### config.mk
export PLATFORM = sky130hd
export DESIGN_NAME = calc_sequencer
export DESIGN_NICKNAME = d
export VERILOG_FILES = /design/src/rtl/calc_pkg.sv /design/src/rtl/sync_fifo.sv /design/src/rtl/calc_sequencer.sv
export SDC_FILE = /design/constraint.sdc
export NUM_CORES = 1
export LEC_CHECK = 0
export BUFFER_PORTS_ARGS = -buffer_cell sky130_fd_sc_hd__buf_2
export CORE_MARGIN = 3
export CORE_UTILIZATION = 55
export CTS_CLUSTER_DIAMETER = 30
export DETAILED_ROUTE_END_ITERATION = 6
export PLACE_DENSITY = 0.78
export SETUP_SLACK_MARGIN = 0.2
export SYNTH_ARGS = -nofsm -noshare
export SYNTH_HDL_FRONTEND = slang
export SYNTH_SLANG_ARGS = --single-unit
### constraint.sdc
create_clock -name clk -period 2.79 [get_ports clk]
set_clock_uncertainty 0.2 [all_clocks]
set_input_delay 0.279 -clock clk [delete_from_list [all_inputs] [get_ports clk]]
set_output_delay 0.279 -clock clk [all_outputs]
set_load 0.005 [all_outputs]
### src/rtl/calc_pkg.sv
// Shared definitions for the calculator command sequencer.
//   - default operand/result width
//   - FSM state encodings
//   - layout of a packed command word {clear, sel[2:0], data[DATA_W-1:0]}
package calc_pkg;

    localparam int DATA_W_DEFAULT = 16;
    localparam int SEL_W          = 3;
    localparam int CMD_CTRL_W     = SEL_W + 1;

    localparam logic [2:0] S_IDLE    = 3'd0;
    localparam logic [2:0] S_LOAD    = 3'd1;
    localparam logic [2:0] S_HOLD    = 3'd2;
    localparam logic [2:0] S_STROBE  = 3'd3;
    localparam logic [2:0] S_CAPTURE = 3'd4;
    localparam logic [2:0] S_RESP    = 3'd5;

    typedef enum logic [2:0] {
        ST_IDLE    = S_IDLE,
        ST_LOAD    = S_LOAD,
        ST_HOLD    = S_HOLD,
        ST_STROBE  = S_STROBE,
        ST_CAPTURE = S_CAPTURE,
        ST_RESP    = S_RESP
    } state_t;

    // Packed command word width for a given operand width.
    function automatic int cmd_w(input int data_w);
        return data_w + CMD_CTRL_W;
    endfunction

    // LSB of the sel field; sel sits directly above the operand.
    function automatic int sel_lsb(input int data_w);
        return data_w;
    endfunction

    // Position of the clear flag (MSB of the command word).
    function automatic int clear_bit(input int data_w);
        return data_w + SEL_W;
    endfunction

endpackage

### src/rtl/sync_fifo.sv
// Single-clock FIFO with extra-bit pointer full/empty detection.
// Ports:
//   i_clk, i_rst_n    clock, asynchronous active-low reset
//   i_push_valid      write request; accepted when o_push_ready
//   o_push_ready      FIFO not full (purely a function of stored pointers)
//   i_push_data       write data
//   i_pop             read request; ignored when empty
//   o_empty           FIFO empty
//   o_head            oldest entry (valid when !o_empty)
module sync_fifo #(
    parameter int WIDTH = 8,
    parameter int DEPTH = 4
) (
    input  logic             i_clk,
    input  logic             i_rst_n,
    input  logic             i_push_valid,
    output logic             o_push_ready,
    input  logic [WIDTH-1:0] i_push_data,
    input  logic             i_pop,
    output logic             o_empty,
    output logic [WIDTH-1:0] o_head
);

    localparam int AW = $clog2(DEPTH);

    logic [WIDTH-1:0] r_mem [DEPTH];
    logic [AW:0]      r_wptr;
    logic [AW:0]      r_rptr;
    logic             w_full;
    logic             w_push;
    logic             w_pop;

    assign w_full       = (r_wptr[AW] != r_rptr[AW]) && (r_wptr[AW-1:0] == r_rptr[AW-1:0]);
    assign o_empty      = (r_wptr == r_rptr);
    // A pop in the same cycle does not open a slot until the next cycle.
    assign o_push_ready = !w_full;
    assign w_push       = i_push_valid && !w_full;
    assign w_pop        = i_pop && !o_empty;
    assign o_head       = r_mem[r_rptr[AW-1:0]];

    always_ff @(posedge i_clk or negedge i_rst_n) begin
        if (!i_rst_n) begin
            r_wptr <= '0;
            r_rptr <= '0;
        end else begin
            if (w_push) r_wptr <= r_wptr + (AW+1)'(1);
            if (w_pop)  r_rptr <= r_rptr + (AW+1)'(1);
        end
    end

    always_ff @(posedge i_clk) begin
        if (w_push) r_mem[r_wptr[AW-1:0]] <= i_push_data;
    end

endmodule

### src/rtl/calc_sequencer.sv
// Command scheduler in front of the button/switch calculator. Queues
// {clear, sel, operand} commands, plays each one onto the calculator's
// button/switch inputs and returns the resulting accumulator value.
// Ports:
//   clk, reset_n                  clock, asynchronous active-low reset
//   cmd_valid/cmd_ready           command handshake (ready = FIFO not full)
//   cmd_clear, cmd_sel, cmd_data  command fields
//   rsp_valid/rsp_ready/rsp_data  accumulator result after each command
//   busy                          work queued or in flight
//   calc_btnc/l/r, calc_sw        op select and operand to the calculator
//   calc_btnu, calc_btnd          accumulator clear / update strobes
//   calc_led                      accumulator value from the calculator
//
// state   | meaning
// --------+------------------------------------------------------------
// IDLE    | wait for a queued command; pop it into the command register
// LOAD    | present sel/operand to the calculator
// HOLD    | keep sel/operand stable for SETTLE extra cycles
// STROBE  | one-cycle update (btnd) or clear (btnu) pulse
// CAPTURE | accumulator has updated; sample calc_led
// RESP    | offer the result until the consumer takes it
module calc_sequencer
    import calc_pkg::*;
#(
    parameter int DEPTH  = 4,
    parameter int DATA_W = DATA_W_DEFAULT,
    parameter int SETTLE = 1
) (
    input  logic              clk,
    input  logic              reset_n,
    input  logic              cmd_valid,
    output logic              cmd_ready,
    input  logic              cmd_clear,
    input  logic [2:0]        cmd_sel,
    input  logic [DATA_W-1:0] cmd_data,
    output logic              rsp_valid,
    input  logic              rsp_ready,
    output logic [DATA_W-1:0] rsp_data,
    output logic              busy,
    output logic              calc_btnc,
    output logic              calc_btnl,
    output logic              calc_btnr,
    output logic              calc_btnu,
    output logic              calc_btnd,
    output logic [DATA_W-1:0] calc_sw,
    input  logic [DATA_W-1:0] calc_led
);

    localparam int CMD_W = cmd_w(DATA_W);
    localparam int CLR_B = clear_bit(DATA_W);
    localparam int SEL_L = sel_lsb(DATA_W);
    localparam int CNT_W = (SETTLE > 1) ? $clog2(SETTLE) : 1;
    localparam logic [CNT_W-1:0] HOLD_LOAD = CNT_W'((SETTLE > 0) ? SETTLE - 1 : 0);

    state_t            r_state;
    state_t            w_state_nxt;
    logic [CMD_W-1:0]  r_cmd;
    logic [CNT_W-1:0]  r_hold_cnt;
    logic [DATA_W-1:0] r_rsp_data;

    logic [CMD_W-1:0]  w_cmd_in;
    logic [CMD_W-1:0]  w_head;
    logic              w_fifo_empty;
    logic              w_pop;
    logic              w_clr;
    logic [SEL_W-1:0]  w_sel;
    logic [DATA_W-1:0] w_data;

    assign w_cmd_in = {cmd_clear, cmd_sel, cmd_data};
    assign w_clr    = r_cmd[CLR_B];
    assign w_sel    = r_cmd[SEL_L +: SEL_W];
    assign w_data   = r_cmd[DATA_W-1:0];

    sync_fifo #(
        .WIDTH (CMD_W),
        .DEPTH (DEPTH)
    ) u_cmd_fifo (
        .i_clk        (clk),
        .i_rst_n      (reset_n),
        .i_push_valid (cmd_valid),
        .o_push_ready (cmd_ready),
        .i_push_data  (w_cmd_in),
        .i_pop        (w_pop),
        .o_empty      (w_fifo_empty),
        .o_head       (w_head)
    );

    always_ff @(posedge clk or negedge reset_n) begin
        if (!reset_n) r_state <= ST_IDLE;
        else          r_state <= w_state_nxt;
    end

    always_ff @(posedge clk or negedge reset_n) begin
        if (!reset_n)   r_cmd <= '0;
        else if (w_pop) r_cmd <= w_head;
    end

    // Down-counter: loaded in LOAD, HOLD exits on terminal count zero.
    always_ff @(posedge clk or negedge reset_n) begin
        if (!reset_n)
            r_hold_cnt <= '0;
        else if (r_state == ST_LOAD)
            r_hold_cnt <= HOLD_LOAD;
        else if (r_state == ST_HOLD && r_hold_cnt != '0)
            r_hold_cnt <= r_hold_cnt - CNT_W'(1);
    end

    always_ff @(posedge clk or negedge reset_n) begin
        if (!reset_n)                   r_rsp_data <= '0;
        else if (r_state == ST_CAPTURE) r_rsp_data <= calc_led;
    end

    always_comb begin
        w_state_nxt = r_state;
        w_pop       = 1'b0;
        calc_btnc   = 1'b0;
        calc_btnl   = 1'b0;
        calc_btnr   = 1'b0;
        calc_btnu   = 1'b0;
        calc_btnd   = 1'b0;
        calc_sw     = '0;
        rsp_valid   = 1'b0;
        case (r_state)
            ST_IDLE: begin
                if (!w_fifo_empty) begin
                    w_pop       = 1'b1;
                    w_state_nxt = ST_LOAD;
                end
            end
            ST_LOAD: begin
                {calc_btnc, calc_btnl, calc_btnr} = w_sel;
                calc_sw     = w_data;
                w_state_nxt = (SETTLE == 0) ? ST_STROBE : ST_HOLD;
            end
            ST_HOLD: begin
                {calc_btnc, calc_btnl, calc_btnr} = w_sel;
                calc_sw = w_data;
                if (r_hold_cnt == '0) w_state_nxt = ST_STROBE;
            end
            ST_STROBE: begin
                // A clear pulses btnu alone with op/operand released.
                if (w_clr) begin
                    calc_btnu = 1'b1;
                end else begin
                    {calc_btnc, calc_btnl, calc_btnr} = w_sel;
                    calc_sw   = w_data;
                    calc_btnd = 1'b1;
                end
                w_state_nxt = ST_CAPTURE;
            end
            ST_CAPTURE: begin
                w_state_nxt = ST_RESP;
            end
            ST_RESP: begin
                rsp_valid = 1'b1;
                if (rsp_ready) w_state_nxt = ST_IDLE;
            end
            default: w_state_nxt = ST_IDLE;
        endcase
    end

    assign rsp_data = r_rsp_data;
    assign busy     = !w_fifo_empty || (r_state != ST_IDLE);

endmodule

; After elaboration in Yosys (flattened, before gate mapping)
; Memory sizes are Yosys's and may differ from the RTL's. A register that Yosys moved wholly into a read port is not among the register bits.
; Cells that the tools add are included.
[classes]
n_addsub = 3
n_eq_ne = 11
n_mux = 23
n_reduce_logical = 13
[op_table]
columns = operator, n
row1 = 16-bit one-hot mux with 2 select lines, 1
row2 = 3-bit one-hot mux with 6 select lines, 1
row3 = 16-bit two-way mux, 1
row4 = 1-bit two-way mux, 14
row5 = 3-bit two-way mux, 3
row6 = "3-bit by 1-bit adder with 3-bit output, second input constant", 2
row7 = "3-bit by 2-bit equality test with 1-bit output, second input constant", 2
row8 = "3-bit equality test, second input constant", 2
row9 = "2-bit != test, second input constant", 3
row10 = 1-bit one-hot mux with 2 select lines, 3
row11 = 1-bit logical AND, 4
row12 = "3-bit by 1-bit equality test with 1-bit output, second input constant", 1
row13 = 3-bit equality test, 1
row14 = 1-bit zero test, 3
row15 = 3-bit zero test, 1
row16 = 3-bit AND reduction, 1
row17 = 3-bit nonzero test, 1
row18 = 2-bit equality test, 1
row19 = 2-bit nonzero test, 1
row20 = 2-bit OR reduction, 1
row21 = 1-bit logical OR, 1
row22 = 1-bit != test, 1
row23 = "1-bit subtractor, second input constant", 1
[word_totals]
ff_bits = 26
mem_bits_rw = 80
inputBits = 40
output_inout_bits = 40
elab_cells = 56
mem_count = 1
[mem_list]
columns = memory, depth, width, rd, rd_ports_with_merged_regs, wr, line
row1 = u_cmd_fifo.r_mem, 4, 20, 1, 1, 1, sync_fifo.sv:26  ; logic [WIDTH-1:0] r_mem [DEPTH];

; Longest topological paths before layout
[depth]
depth_word = 6
ltp_mapped = 5
ltp_nobuf = 3

; Hierarchy
; Synthesis repeated with hierarchy kept, for this count alone.
[unflattened]
cells_unflattened = 278
area_unflattened_um2 = 5246.3
[modules_own_cells]
columns = module, instances, cells_each, area_per_inst_um2, seq_area_each_um2
row1 = sync_fifo, 1, 154, 3387.0, 2552.4
row2 = calc_sequencer, 1, 124, 1859.3, 1001.0

; Worst setup path before layout
; OpenSTA, ideal clock, no wires.
[synth_timing]
kind = register to register
startpoint = register u_cmd_fifo.r_rptr[1]
endpoint = memory u_cmd_fifo.r_mem[0][0] (netlist name), enable pin
setup_ps = 378
arrival_time_ps = 1612
t_required_ps = 2212
setup_slack_ps = 600
stages_incl_launch_ff = 4
path_buffers = 0
synth_period_minus_slack_ps = 2190
path_cell_list = dfrtp_1 xor2_1 o31a_1 and2_1
[synth_between]
elab_chain_cells = 6
[synth_lines]
columns = element, line
row1 = start: declaration, sync_fifo.sv:28  ; logic [AW:0] r_rptr;
row2 = start signal: assignment, sync_fifo.sv:47  ; if (w_pop) r_rptr <= r_rptr + (AW+1)'(1);
row3 = 2-bit equality test, sync_fifo.sv:33  ; assign w_full = (r_wptr[AW] != r_rptr[AW]) && (r_wptr[AW-1:0] == r_rptr[AW-1:0]);
row4 = 1-bit logical AND, sync_fifo.sv:33
row5 = 1-bit zero test, sync_fifo.sv:37  ; assign w_push = i_push_valid && !w_full;
row6 = 1-bit logical AND, sync_fifo.sv:37
row7 = 1-bit two-way mux, sync_fifo.sv:52  ; if (w_push) r_mem[r_wptr[AW-1:0]] <= i_push_data;
row8 = 1-bit two-way mux (implied by the code), sync_fifo.sv:52
row9 = end: declaration, sync_fifo.sv:26
; Every way passes these cells.

; Worst setup path after layout
[layout_timing]
startpoint = register u_cmd_fifo.r_wptr[1]
endpoint = memory u_cmd_fifo.r_mem[2][8] (netlist name), enable pin
[layout_between]
elab_chain_cells = 6
[layout_lines]
columns = element, line
row1 = start: declaration, sync_fifo.sv:27  ; logic [AW:0] r_wptr;
row2 = start signal: assignment, sync_fifo.sv:46  ; if (w_push) r_wptr <= r_wptr + (AW+1)'(1);
row3 = 2-bit equality test, sync_fifo.sv:33
row4 = 1-bit logical AND, sync_fifo.sv:33
row5 = 1-bit zero test, sync_fifo.sv:37
row6 = 1-bit logical AND, sync_fifo.sv:37
row7 = 1-bit two-way mux, sync_fifo.sv:52
row8 = 1-bit two-way mux (implied by the code), sync_fifo.sv:52
; Several ways; a longest one is shown, not always the timed one.

==> metrics.yaml <==
grt_use_met2: 0.3144
synth_common_cells: "edfxtp_1 (80), dfrtp_1 (46), and2_1 (22)"
die_area_um2: 10390
p_per_area_nw_per_um2: 1157
cp-endpoint: "u_cmd_fifo.r_mem[2][8]"
peakVddDrop_v: 0.0006331
synth_top_area_frac: 0.4744
detail_route.vias_per_cell: 5.253
post-route-cell-area_um2: 6563
place_hpwl_um: 5548
rsz0062_at_grt: "false"
numPortBuffers: 79
h-tree-depth: 4
fin_ws_ns: 0.4429
critical_path_arrival_ns: 2.35
hold_viol: 0
area_growth_syn_to_layout_pct: 29.60
ys_types: 32
synth_most_common_cell: "edfxtp_1"
drtAntennaViolNets: 0
status: "finished, final reports clean"
cp_max_fo: 14
worst_r2r_endpoint: "u_cmd_fifo.r_mem[2][8]"
path_clk_slew_ns: 0.06
drtIter0Drc: 125
r2r_start: "u_cmd_fifo.r_wptr[1]"
ff2ff_setup_slack_ns: 0.44
fin_crit_sh: 0.8412
grt_util_met3: 0.04778
coreArea_um2: 8848
synth-async-reset-ratio: 0.3651
place_congestion: 0.7034
wl_per_cell_um: 17.86
synth_area_leaders: "edfxtp_1 (47%), dfrtp_1 (23%), mux4_2 (8.9%), mux2_4 (5.6%), mux2_1 (4.0%)"
worst_pin_slew_ns: 1.036
cp-start-kind: "flip-flop"
floorplan.initialDensity: 0.5723
startpoint: "u_cmd_fifo.r_wptr[1]"
crit_type: "reg -> reg"
die-width_um: 102.0
reg2reg_depth: 4
post-route-util: 0.7417
synthCells: 260
insertion_delay_ns: 0.50
grtUsageTotal: 0.1892
synth_edf_count: 80
die_h_um: 102.0
drv_slew: 0
top_usage_layer: "met2"
cap_viol_max_count: 0
yosysWarnings: 0
period_needed_ns: 2.347
grt_overflow_total: 0
synth_area_leader_cell: "edfxtp_1"
drive_above_1_share: 0.3990
num_vias: 2700
fin_setup_tns_ns: 0
holdWs_ns: 0.02382
cts_root_buf: "clkbuf_8"
post-place-ws_ns: 0.4414
num_rows: 34
synth_seq_cells: 126
nets: 438
syn_area_per_cell_um2: 19.48
grt_pass1_vias: 2862
first_pass_iters: 5
cts_buffers: 17
antenna_found_initial: 0
synthFlopType: "edfxtp_1"
cp-end-kind: "flip-flop"
ys_seq_area_frac: 0.7018
syn_area_um2: 5064
gr-usage-met1: 0.2434
drcViolationCount: 0
slew_headroom: 0.3093
grt_pass1_wl_um: 14360
fill_cells: 515
drt_wl_total_um: 9182
power.leakage_nw: 2.638
setup_violations: 0
diodes: 0
cts_tree: "built"
crit_required_ns: 2.80
cts_sinks: 126
dpl_cell_area_um2: 5598
io_pins: 80
hold_class: "in -> reg"
clock.fmax_ghz: 0.4261
cts_buffer_depth: 2
syn_nets: 305
grt_max_degree: 47
[metal layers]
metal  up-vias  wire length [um]
li1       1262                 -
met1      1355              4096
met2        74              4614
met3         9               384
met4         0                87
met5         -                 0
[power breakdown]
group / total (mW) / switching, mW / internal, mW
sequential: 2.95 / 0.311 / 2.64
combinational: 2.59 / 1.17 / 1.42
clock: 2.04 / 0.772 / 1.27
[cell families (layout without fill, tap and decap cells)]
kind of cell / count (synthesis) / count (layout) / share of synthesized area
multiplexers: 58 / 58 / 0.1875
adder cells (fa/ha/maj): 5 / 5 / 0.01235
buffers and inverters: 14 / 160 / 0.01927
XOR/XNOR: 9 / 9 / 0.01557
AND/OR/NAND/NOR: 40 / 40 / 0.04794
AO/OA/AOI/OAI: 8 / 8 / 0.01557
flip-flops: 126 / 126 / 0.7018
[cell type report]
class | instances | area, um2 | share of cell area
multi-input combinational | 120 | 1421 | 0.2166
tap | 108 | 135.1 | 0.02059
clock buffer | 19 | 421.7 | 0.06425
clock inverter | 13 | 143.9 | 0.02193
inverter | 3 | 11.26 | 0.001716
sequential | 126 | 3556 | 0.5418
timing repair buffer | 125 | 873.3 | 0.1331
[registers in the layout, indices dropped and copies added (netlist names)]
| name | flops |
|---|---|
| u_cmd_fifo.r_mem | 80 |
| r_cmd | 20 |
| rsp_data | 16 |
| r_state | 3 |
| u_cmd_fifo.r_rptr | 3 |
| u_cmd_fifo.r_wptr | 3 |
| r_hold_cnt | 1 |
[layout by cell type, fill, tap and decap left out, types with 2 or more instances in the layout]
master,count
and2_1,22
buf_12,3
buf_2,79
buf_4,5
bufinv_16,2
clkbuf_1,2
clkbuf_16,16
clkinv_2,2
clkinv_4,4
clkinvlp_4,4
dfrtp_1,44
dfrtp_2,2
dlygate4sd3_1,38
edfxtp_1,80
ha_1,5
inv_1,3
mux2_1,18
mux2_4,19
mux4_2,20
nand2_1,4
nor2_1,5
nor3_1,2
o311a_1,2
xnor2_1,3
xor2_1,6
[worst min path at each step]
stage	end	slack, ns	from	depth (start not counted)
after detailed placement	rsp_data[2]	0.27	rsp_data[2]	1
after CTS	u_cmd_fifo.r_wptr[0]	0.005	cmd_valid	3
final	u_cmd_fifo.r_wptr[0]	0.02	cmd_valid	3
after global placement	r_cmd[8]	0.26	r_cmd[8]	1
after floorplan	r_cmd[0]	-0.22	reset_n	0
after global routing	u_cmd_fifo.r_wptr[0]	0.03	cmd_valid	3
[critical path, cell delays in order, from the launching register on]
cell and delay (ns):
dfrtp_1 0.43, xor2_1 0.47, o31a_1 0.30, and2_1 0.43
buf_12 0.21
[what timing repair did]
action                                  in CTS  in global routing
hold buffers                                38                  0
gates resized for setup                      3                  0
endpoints found under the hold margin      144                  0
gates cloned                                 0                  0
endpoints found under the setup margin      10                  3
setup buffers                                0                  1
[per-stage QoR]
step	std cells	total power, mW
finish	514	7.590
global placement	443	5.401
CTS	513	7.658
global route	514	8.044
floorplan	260	4.746
detailed placement	443	5.519
No activity file was read; power rests on OpenSTA's default activity.
